## src/rtl/cache_ctrl_if.sv

```systemverilog
// Signal bundle between the cache controller and its neighbours: CPU data port,
// cache lookup/update port and external memory bus.
interface cache_ctrl_if #(
   parameter int XLEN = 32
);
   logic            cpu_req;
   logic            cpu_we;
   logic [XLEN-1:0] cpu_addr;
   logic [XLEN-1:0] cpu_wdata;
   logic            cpu_ready;
   logic            cpu_done;
   logic            cpu_err;
   logic [XLEN-1:0] cpu_rdata;

   logic [XLEN-1:0] cache_addr;
   logic            cache_hit;
   logic [XLEN-1:0] cache_rdata;
   logic            cache_update;
   logic [XLEN-1:0] cache_update_addr;
   logic [XLEN-1:0] cache_update_data;

   logic            mem_req;
   logic            mem_we;
   logic [XLEN-1:0] mem_addr;
   logic [XLEN-1:0] mem_wdata;
   logic            mem_ack;
   logic [XLEN-1:0] mem_rdata;

   // The controller is the slave of the CPU port; the environment (CPU, cache, memory) is the master.
   modport slave (
      input  cpu_req, cpu_we, cpu_addr, cpu_wdata, cache_hit, cache_rdata, mem_ack, mem_rdata,
      output cpu_ready, cpu_done, cpu_err, cpu_rdata, cache_addr, cache_update,
             cache_update_addr, cache_update_data, mem_req, mem_we, mem_addr, mem_wdata
   );

   modport master (
      output cpu_req, cpu_we, cpu_addr, cpu_wdata, cache_hit, cache_rdata, mem_ack, mem_rdata,
      input  cpu_ready, cpu_done, cpu_err, cpu_rdata, cache_addr, cache_update,
             cache_update_addr, cache_update_data, mem_req, mem_we, mem_addr, mem_wdata
   );
endinterface

```

## src/rtl/cache_ctrl.sv

```systemverilog
// Single-request cache sequencer: lookup, miss fill, write-through store and memory
// timeout, between the CPU data port and the external memory bus.
module cache_ctrl #(
   parameter int XLEN    = 32,
   parameter int TIMEOUT = 255
) (
   input logic         clk,
   input logic         rst_n,
   cache_ctrl_if.slave bus
);
   localparam int            CW       = $clog2(TIMEOUT + 1);
   localparam logic [CW-1:0] CNT_LAST = CW'(TIMEOUT - 1);

   typedef enum logic [2:0] {
      IDLE,
      LOOKUP,
      MEM_RD,
      MEM_WR,
      FILL,
      ERR
   } state_t;

   state_t          state;
   state_t          state_next;
   logic [CW-1:0]   cnt;
   logic [XLEN-1:0] addr_q;
   logic [XLEN-1:0] wdata_q;
   logic [XLEN-1:0] fill_q;
   logic            we_q;
   logic            in_mem;

   logic            done;
   logic            err;
   logic [XLEN-1:0] rdata;
   logic            update;
   logic            mreq;
   logic            mwe;

   assign in_mem = (state == MEM_RD) || (state == MEM_WR);

   always_ff @(posedge clk) begin
      // NOTE: sequential state uses non-blocking assignments so every register samples pre-edge values.
      if (!rst_n) begin
         state   <= IDLE;
         cnt     <= '0;
         addr_q  <= '0;
         wdata_q <= '0;
         fill_q  <= '0;
         we_q    <= 1'b0;
      end else begin
         state <= state_next;
         if (state == IDLE && bus.cpu_req) begin
            addr_q  <= bus.cpu_addr;
            we_q    <= bus.cpu_we;
            wdata_q <= bus.cpu_wdata;
         end
         // Counter runs only while waiting on memory, so it is zero on every entry.
         cnt <= in_mem ? cnt + 1'b1 : '0;
         if (in_mem && bus.mem_ack)
            fill_q <= (state == MEM_RD) ? bus.mem_rdata : wdata_q;
      end
   end

   always_comb begin
      // NOTE: every output of this block gets a default first, so no path leaves one unassigned (no latch).
      state_next = state;
      done       = 1'b0;
      err        = 1'b0;
      rdata      = '0;
      update     = 1'b0;
      mreq       = 1'b0;
      mwe        = 1'b0;
      case (state)
         IDLE:   if (bus.cpu_req) state_next = LOOKUP;
         LOOKUP: begin
            if (we_q) begin
               state_next = MEM_WR;
            end else if (bus.cache_hit) begin
               done       = 1'b1;
               rdata      = bus.cache_rdata;
               state_next = IDLE;
            end else begin
               state_next = MEM_RD;
            end
         end
         MEM_RD, MEM_WR: begin
            mreq = 1'b1;
            mwe  = (state == MEM_WR);
            // An ack in the expiry cycle still completes the request normally.
            if (bus.mem_ack)           state_next = FILL;
            else if (cnt == CNT_LAST)  state_next = ERR;
         end
         FILL: begin
            update     = 1'b1;
            done       = 1'b1;
            rdata      = fill_q;
            state_next = IDLE;
         end
         ERR: begin
            done       = 1'b1;
            err        = 1'b1;
            state_next = IDLE;
         end
         default: state_next = IDLE;
      endcase
   end

   // Reset is synchronous, so strobes are masked while rst_n is low to abort a request in that very cycle.
   assign bus.cpu_ready         = (state == IDLE) || !rst_n;
   assign bus.cpu_done          = done && rst_n;
   assign bus.cpu_err           = err && rst_n;
   assign bus.cpu_rdata         = rdata;
   assign bus.cache_addr        = addr_q;
   assign bus.cache_update      = update && rst_n;
   assign bus.cache_update_addr = addr_q;
   assign bus.cache_update_data = fill_q;
   assign bus.mem_req           = mreq && rst_n;
   assign bus.mem_we            = mwe && rst_n;
   assign bus.mem_addr          = addr_q;
   assign bus.mem_wdata         = wdata_q;
endmodule
```

## src/flat_wrapper.sv

```systemverilog
// flat-port wrapper written by rule: the top's interface ports become plain ports
module cache_ctrl_flat 
#(
   parameter int XLEN    = 32,
   parameter int TIMEOUT = 255
)
  (clk, rst_n, bus_cpu_req, bus_cpu_we, bus_cpu_addr, bus_cpu_wdata, bus_cache_hit, bus_cache_rdata, bus_mem_ack, bus_mem_rdata, bus_cpu_ready, bus_cpu_done, bus_cpu_err, bus_cpu_rdata, bus_cache_addr, bus_cache_update, bus_cache_update_addr, bus_cache_update_data, bus_mem_req, bus_mem_we, bus_mem_addr, bus_mem_wdata);
  cache_ctrl_if #(.XLEN(XLEN)) bus_i ();
  input logic clk;
  input logic rst_n;
  input wire logic [$bits(bus_i.cpu_req)-1:0] bus_cpu_req;
  input wire logic [$bits(bus_i.cpu_we)-1:0] bus_cpu_we;
  input wire logic [$bits(bus_i.cpu_addr)-1:0] bus_cpu_addr;
  input wire logic [$bits(bus_i.cpu_wdata)-1:0] bus_cpu_wdata;
  input wire logic [$bits(bus_i.cache_hit)-1:0] bus_cache_hit;
  input wire logic [$bits(bus_i.cache_rdata)-1:0] bus_cache_rdata;
  input wire logic [$bits(bus_i.mem_ack)-1:0] bus_mem_ack;
  input wire logic [$bits(bus_i.mem_rdata)-1:0] bus_mem_rdata;
  output wire logic [$bits(bus_i.cpu_ready)-1:0] bus_cpu_ready;
  output wire logic [$bits(bus_i.cpu_done)-1:0] bus_cpu_done;
  output wire logic [$bits(bus_i.cpu_err)-1:0] bus_cpu_err;
  output wire logic [$bits(bus_i.cpu_rdata)-1:0] bus_cpu_rdata;
  output wire logic [$bits(bus_i.cache_addr)-1:0] bus_cache_addr;
  output wire logic [$bits(bus_i.cache_update)-1:0] bus_cache_update;
  output wire logic [$bits(bus_i.cache_update_addr)-1:0] bus_cache_update_addr;
  output wire logic [$bits(bus_i.cache_update_data)-1:0] bus_cache_update_data;
  output wire logic [$bits(bus_i.mem_req)-1:0] bus_mem_req;
  output wire logic [$bits(bus_i.mem_we)-1:0] bus_mem_we;
  output wire logic [$bits(bus_i.mem_addr)-1:0] bus_mem_addr;
  output wire logic [$bits(bus_i.mem_wdata)-1:0] bus_mem_wdata;
  assign bus_i.cpu_req = bus_cpu_req;
  assign bus_i.cpu_we = bus_cpu_we;
  assign bus_i.cpu_addr = bus_cpu_addr;
  assign bus_i.cpu_wdata = bus_cpu_wdata;
  assign bus_i.cache_hit = bus_cache_hit;
  assign bus_i.cache_rdata = bus_cache_rdata;
  assign bus_i.mem_ack = bus_mem_ack;
  assign bus_i.mem_rdata = bus_mem_rdata;
  assign bus_cpu_ready = bus_i.cpu_ready;
  assign bus_cpu_done = bus_i.cpu_done;
  assign bus_cpu_err = bus_i.cpu_err;
  assign bus_cpu_rdata = bus_i.cpu_rdata;
  assign bus_cache_addr = bus_i.cache_addr;
  assign bus_cache_update = bus_i.cache_update;
  assign bus_cache_update_addr = bus_i.cache_update_addr;
  assign bus_cache_update_data = bus_i.cache_update_data;
  assign bus_mem_req = bus_i.mem_req;
  assign bus_mem_we = bus_i.mem_we;
  assign bus_mem_addr = bus_i.mem_addr;
  assign bus_mem_wdata = bus_i.mem_wdata;
  cache_ctrl #(.XLEN(XLEN), .TIMEOUT(TIMEOUT)) u_core (.clk(clk), .rst_n(rst_n), .bus(bus_i));
endmodule
```

## config.mk

```make
export PLATFORM = sky130hd
export DESIGN_NAME = cache_ctrl_flat
export DESIGN_NICKNAME = d
export VERILOG_FILES = /design/src/rtl/cache_ctrl_if.sv /design/src/rtl/cache_ctrl.sv /design/src/flat_wrapper.sv
export SDC_FILE = /design/constraint.sdc
export NUM_CORES = 1
export LEC_CHECK = 0
export BUFFER_PORTS_ARGS = -buffer_cell sky130_fd_sc_hd__buf_2
export CAP_MARGIN = 20
export CORE_AREA = 2 2 127 129
export CTS_CLUSTER_DIAMETER = 120
export DETAILED_ROUTE_END_ITERATION = 16
export DIE_AREA = 0 0 129 131
export PLACE_DENSITY = 0.75
export SKIP_LAST_GASP = 1
export SYNTH_ARGS = -nofsm -noshare
export SYNTH_HDL_FRONTEND = slang
export SYNTH_SLANG_ARGS = --single-unit
```

## constraint.sdc

```tcl
create_clock -name clk -period 4.5 [get_ports clk]
set_clock_uncertainty 0.2 [all_clocks]
set_input_delay 0.225 -clock clk [delete_from_list [all_inputs] [get_ports clk]]
set_output_delay 0.225 -clock clk [all_outputs]
set_load 0.01 [all_outputs]
```

==> impl_metrics.csv, run 1 <==
group,metric,value,unit
outcome,status,"finished clean",
timing,fin_crit,2.81,ns
final_layout,nets,1036,
drt,initialDrtViolationCount,238,
worst_setup_path,crit_path_max_incr_delay,0.76,ns
die,start_util,33.7,%
flow_run,maxCapViolations,0,
power,power.density,326,nW/um^2
clock_tree,clock_latency,0.34,ns
clock_tree,post_cts_buffers,0,
drt,wl_per_cell,15.3,um
worst_setup_path,cp_max_fo,33,
clock_tree,cts_made_buffers,9,
clock_tree,cts_hold_buffers,66,
timing,clock.fmax,0.356,GHz
worst_setup_path,path_buf_inv,1,
final_layout,drive_above_1_share,39.6,%
clock_tree,root_buffer,"clkbuf_16",
timing,setup-tns-final,0,ns
worst_setup_path,cp.depth,4,
die,row_count,46,
worst_setup_path,path_delay_family,"simple AND/OR/NAND/NOR gates",
logic_synthesis,synth_enable_flop_cells,0,
drt,finalWirelength,17200,um
clock_tree,htreeDepth,3,
grt,grt_max_degree,59,
grt,grt_pass1_vias,4664,
logic_synthesis,ys.warnings.count,0,
logic_synthesis,async_reset_ff_share,0,%
placed_design,dp_hpwl,11700,um
clock_tree,cts.sinks,108,
clock_tree,cts_tree,"done",
power,peakVddDrop,0.000166,V
worst_setup_path,reg2regPathDepth,4,
drt,drt_pass1_iterations,5,
logic_synthesis,ys.flop_type,"dfxtp_1",
worst_setup_path,crit_required,4.07,ns
worst_setup_path,arrival,2.38,ns
clock_tree,cts_resized,0,
clock_tree,path_clk_slew,0.07,ns
die,die_width,129,um
timing,worst_pin_slew,0.977,ns
drt,via_per_inst,4.70,
logic_synthesis,synthCells,593,
timing,slew_viol_final,0,
die,ios,332,
logic_synthesis,synthesis.area,5260,um^2
timing,fin_crit_sh,62.4,%
timing,rsz0062_at_grt,"no",
worst_setup_path,cpMaxStageDelayCell,"nor2_4",
placed_design,port_buffers,331,
grt,antenna_found_initial,0,
min_path,hold_depth,4,
die,core_area,15600,um^2
logic_synthesis,synth.distinct_cells,33,
final_layout,antennaDiodeCount,0,
logic_synthesis,syn-num-nets,729,
final_layout,area_growth,42.4,%
worst_setup_path,crit_chain,"nand2b_1, nor2_4, a22o_1, buf_2",
logic_synthesis,syn_area_per_cell,8.87,um^2
worst_setup_path,crit_path_start_kind,"register",
final_layout,final_util,48.0,%
grt,grt_pass1_wl,24400,um
drt,route.detailed.drc,0,
drt,vias,5265,
grt,track_usage,18.7,%
placed_design,gp_congestion,0.760,
timing,hold_violations,0,
min_path,hold_path_class,"in -> reg",
power,leakage,4.08,nW
timing,setup_viol,0,
clock_tree,cts_buffer_depth,2,
logic_synthesis,ys_seq_area_share,41.1,%
grt,globalRoute.totalOverflow,0,
die,die_h,131,um
die,die-area,16900,um^2
logic_synthesis,synth_seq_cells,108,
worst_setup_path,path_class,"reg -> out",
worst_setup_path,cp-end-kind,"primary output",
timing,max_slew_margin,34.9,%
drt,ant_nets,0,
[synth_stat cells (2+ instances only)]
cell	n	area [um^2]
clkbuf_1	15	56.3
nor3b_1	3	22.5
dfxtp_1	108	2160
nand2_1	164	616
a21boi_1	65	488
o211a_1	32	320
buf_6	5	56.3
buf_2	18	90.1
ha_1	2	25.0
a21oi_1	4	20.0
inv_1	3	11.3
or3_1	3	18.8
nor2_1	8	30.0
xor2_1	2	17.5
a22o_1	32	280
mux2i_1	33	330
o21ai_0	4	20.0
nand3_1	6	30.0
nand2b_1	2	12.5
and2_1	2	12.5
buf_4	70	526
[path summary, 6_finish.rpt]
path | end | slack, ns | start
worst max-delay path | bus_cpu_rdata[13] | 1.69 | u_core.state[2]
worst min-delay path | u_core.bus.cache_update_data[5] | 0.02 | bus_mem_rdata[5]
worst max register to register | u_core.bus.cache_update_data[20] | 2.00 | u_core.state[1]
worst min register to register | u_core.bus.mem_wdata[3] | 0.27 | u_core.bus.mem_wdata[3]
[layout make-up]
class,count,area [um^2]
tap,216,270
multi-input combinational,374,2370
inverter,3,11.3
clock inverter,3,46.3
fill,1493,8110
clock buffer,12,256
timing repair buffer,404,2370
sequential,108,2160
[cell families (layout without fill, tap and decap cells)]
logic type	Yosys count	after routing	synth area share (%)
AOI/OAI and AO/OA	141	141	22.1
muxes	33	33	6.28
xor gates and xnor gates	3	3	0.500
DFF	108	108	41.1
adders and majority gates	2	2	0.476
buffers and inverters	111	422	14.1
and+or+nand+nor	195	195	15.5
[sequential cells by signal (all words and copies together) (netlist names)]
name,cells
u_core.bus.cache_addr,32
u_core.bus.cache_update_data,32
u_core.bus.mem_wdata,32
u_core.cnt,8
u_core.state,3
u_core.we_q,1
[worst reg2reg max path, stage by stage, from the launching register on]
cell	delay [ns]
dfxtp_1	0.67
and3b_2	0.93
buf_4	0.37
nand2_1	0.10
o211a_1	0.13
[metrics by stage]
step / cell area [um^2] / hold slack, ns / setup slack (ns) / total power [mW] / std cells
finish: 7490 / 0.0197 / 1.69 / 2.44 / 1120
global route: 7490 / 0.0247 / 1.51 / 2.57 / 1120
CTS: 7490 / 0.00111 / 1.67 / 2.47 / 1120
detailed placement: 6530 / 0.259 / 2.00 / 1.61 / 1039
global placement: 6530 / 0.253 / 2.02 / 1.60 / 1039
floorplan: 5260 / 0.160 / 2.82 / 1.45 / 593
[power breakdown]
group	internal (mW)	switching, mW
combinational	0.258	0.285
clock	0.461	0.351
sequential	1.02	0.0705
total	1.74	0.706
[layer usage]
layer | track usage, % | wire [um] | vias to the layer above
met3 | 3.58 | 1140 | 18
met1 | 21.8 | 6960 | 2465
met4 | 7.16 | 281 | 0
li1 | - | - | 2572
met2 | 34.0 | 8780 | 210
met5 | 0 | 0 | -
[cell usage in the layout, fill, tap and decap left out, types with 2 or more instances in the layout]
master	instances
a21boi_1	65
a21oi_1	4
a22o_1	32
and2_1	2
buf_2	331
buf_4	7
clkbuf_16	9
clkbuf_8	2
dfxtp_1	107
dlygate4sd3_1	66
ha_1	2
inv_1	3
mux2i_1	33
nand2_1	164
nand2b_1	2
nand3_1	6
nor2_1	7
nor3b_1	3
o211a_1	32
o21ai_0	4
or3_1	3
xor2_1	2
Power figures use the tool's default switching activity.
==> run 2, diff against run 1 <==
--- a/config.mk
+++ b/config.mk
@@ -7,11 +7,11 @@
 export LEC_CHECK = 0
 export BUFFER_PORTS_ARGS = -buffer_cell sky130_fd_sc_hd__buf_2
 export CAP_MARGIN = 20
-export CORE_AREA = 2 2 127 129
+export CORE_AREA = 2 2 128 130
 export CTS_CLUSTER_DIAMETER = 120
 export DETAILED_ROUTE_END_ITERATION = 16
-export DIE_AREA = 0 0 129 131
-export PLACE_DENSITY = 0.75
+export DIE_AREA = 0 0 130 132
+export PLACE_DENSITY = 0.74
 export SKIP_LAST_GASP = 1
 export SYNTH_ARGS = -nofsm -noshare
 export SYNTH_HDL_FRONTEND = slang
==> constraint.sdc (replaced) <==
create_clock -name clk -period 2.88 [get_ports clk]
set_clock_uncertainty 0.2 [all_clocks]
set_input_delay 0.144 -clock clk [delete_from_list [all_inputs] [get_ports clk]]
set_output_delay 0.144 -clock clk [all_outputs]
set_load 0.01 [all_outputs]
==> run 2 against run 1 <==
Effect of this change: hold slack gained 0.0035 ns; global-route usage grew 1.3 points; critical path depth grew 1; sequential cell count is the same; register-to-register slack lost 1.4 ns; die area grew 1.5%; critical path type unchanged; largest cell class is now non-clock buffers; highest routed layer unchanged.
==> impl_metrics.csv, run 2 (synthesis gave the netlist of run 1 again) <==
group,metric,value,unit
placed_design,pre_cts_slack,0.651,ns
die,row_count,46,
drt,route.detailed.drc,0,
drt,vias,5580,
power,finalPower,3.81,mW
final_layout,drive_above_1_share,38.6,%
outcome,status,"finished clean",
final_layout,antennaDiodeCount,0,
power,leakage,4.25,nW
timing,fin_hold_ws,0.0232,ns
clock_tree,post_cts_buffers,0,
final_layout,final_util,50.0,%
drt,initialDrtViolationCount,246,
min_path,hold_path_class,"in -> reg",
clock_tree,cts.sinks,108,
worst_setup_path,arrival,2.26,ns
timing,slew_viol_final,0,
clock_tree,cts_buffer_depth,2,
placed_design,placedCellCount,1044,
placed_design,gp_congestion,0.793,
timing,hold_violations,0,
drt,finalWirelength,17900,um
timing,rsz0062_at_grt,"no",
timing,fin_crit,2.61,ns
final_layout,area_growth,49.4,%
drt,drt_pass1_iterations,5,
power,power.density,485,nW/um^2
worst_setup_path,crit_required,2.54,ns
timing,setup-tns-final,0,ns
grt,grt_max_degree,48,
die,die_h,132,um
grt,track_usage,20.0,%
clock_tree,htreeDepth,3,
die,start_util,33.5,%
placed_design,dpl_cell_area,6590,um^2
grt,antenna_found_initial,0,
timing,max_slew_margin,53.1,%
final_layout,layout_commonest_cell,"buf_2",
die,die_width,130,um
final_layout,multiInputGateArea,2370,um^2
final_layout,fin_area,7860,um^2
grt,globalRoute.totalOverflow,0,
clock_tree,path_clk_slew,0.07,ns
worst_setup_path,cpMaxStageDelayCell,"dfxtp_1",
worst_setup_path,crit_path_max_incr_delay,0.47,ns
grt,grt_pass1_vias,5306,
placed_design,dp_hpwl,11700,um
final_layout,seqCellArea,2160,um^2
clock_tree,cts_tree,"done",
timing,fin_crit_sh,90.6,%
die,die-area,17200,um^2
worst_setup_path,cp-end-kind,"primary output",
drt,ant_nets,0,
clock_tree,clock_latency,0.35,ns
final_layout,final_cell_mix,"331 x buf_2, 164 x nand2_1, 107 x dfxtp_1, 98 x dlygate4sd3_1, 65 x a21boi_1",
final_layout,fill_cells,1462,
drt,via_per_inst,4.82,
timing,setup_viol,0,
worst_setup_path,crit_chain,"nand2b_1, nor2_4, buf_4, a22o_1, buf_2",
flow_run,maxCapViolations,0,
worst_setup_path,cp_max_fo,20,
worst_setup_path,path_class,"reg -> out",
power,peakVddDrop,0.000248,V
die,core_area,15700,um^2
final_layout,nets,1073,
grt,grt_pass1_wl,27000,um
placed_design,port_buffers,331,
die,ios,332,
worst_setup_path,crit_path_start_kind,"register",
final_layout,instances_no_fill,1158,
timing,clock.fmax,0.383,GHz
drt,wl_per_cell,15.5,um
clock_tree,root_buffer,"clkbuf_16",
timing,worst_pin_slew,0.703,ns
timing,setup_slack,0.272,ns
clock_tree,cts_made_buffers,9,
run 2: changes by cell type in the layout (fill, tap and decap cells not counted):
cell,previous run,this run
buf_12,0,2
buf_4,7,10
bufinv_16,1,0
clkinv_2,0,1
clkinvlp_4,1,0
dlygate4sd3_1,66,98
inv_6,0,2
run 2: worst paths after layout:
path                                          startpoint                                to  slack [ns]  cells after the start
worst max-delay path                     u_core.state[1]                  bus_cpu_rdata[0]        0.27                      5
worst min-delay path                   bus_mem_rdata[31]  u_core.bus.cache_update_data[31]        0.02                      4
worst max register to register           u_core.state[0]          u_core.bus.mem_wdata[30]        0.61                      5
worst min register to register  u_core.bus.mem_wdata[27]          u_core.bus.mem_wdata[27]        0.27                      2
run 2: final cells by class:
type,instances,area share (%)
Timing Repair Buffer,441,35.0
Multi-Input combinational cell,374,30.2
Sequential cell,108,27.5
Tap cell,216,3.44
Clock buffer,12,3.26
Clock inverter,4,0.398
Inverter,3,0.143
run 2: report_power, final:
part	internal [mW]	switching, mW
clock network	0.642	0.573
registers	1.59	0.110
logic	0.439	0.459
total	2.67	1.14
run 2: what timing repair did:
item                                   CTS  global route
endpoints found under the hold margin   98             0
hold buffers                            98             0
gates resized for setup                  0             0
run 2: per-layer routing:
| metal | global-route usage, % | routed length [um] | vias to the layer above | share of wire [%] |
|---|---|---|---|---|
| li1 | - | - | 2645 | - |
| met3 | 3.81 | 1310 | 38 | 7.3 |
| met4 | 8.66 | 508 | 0 | 2.8 |
| met2 | 36.6 | 9300 | 272 | 52 |
| met1 | 22.1 | 6830 | 2625 | 38 |
| met5 | 0 | 0 | - | 0 |
run 2: critical path: cells and delay by family (launching register included):
| family | cells | cell delay, ns |
|---|---|---|
| simple gates | 2 | 0.72 |
| compound gates | 1 | 0.21 |
| buf+inv | 2 | 0.49 |
| flops | 1 | 0.47 |
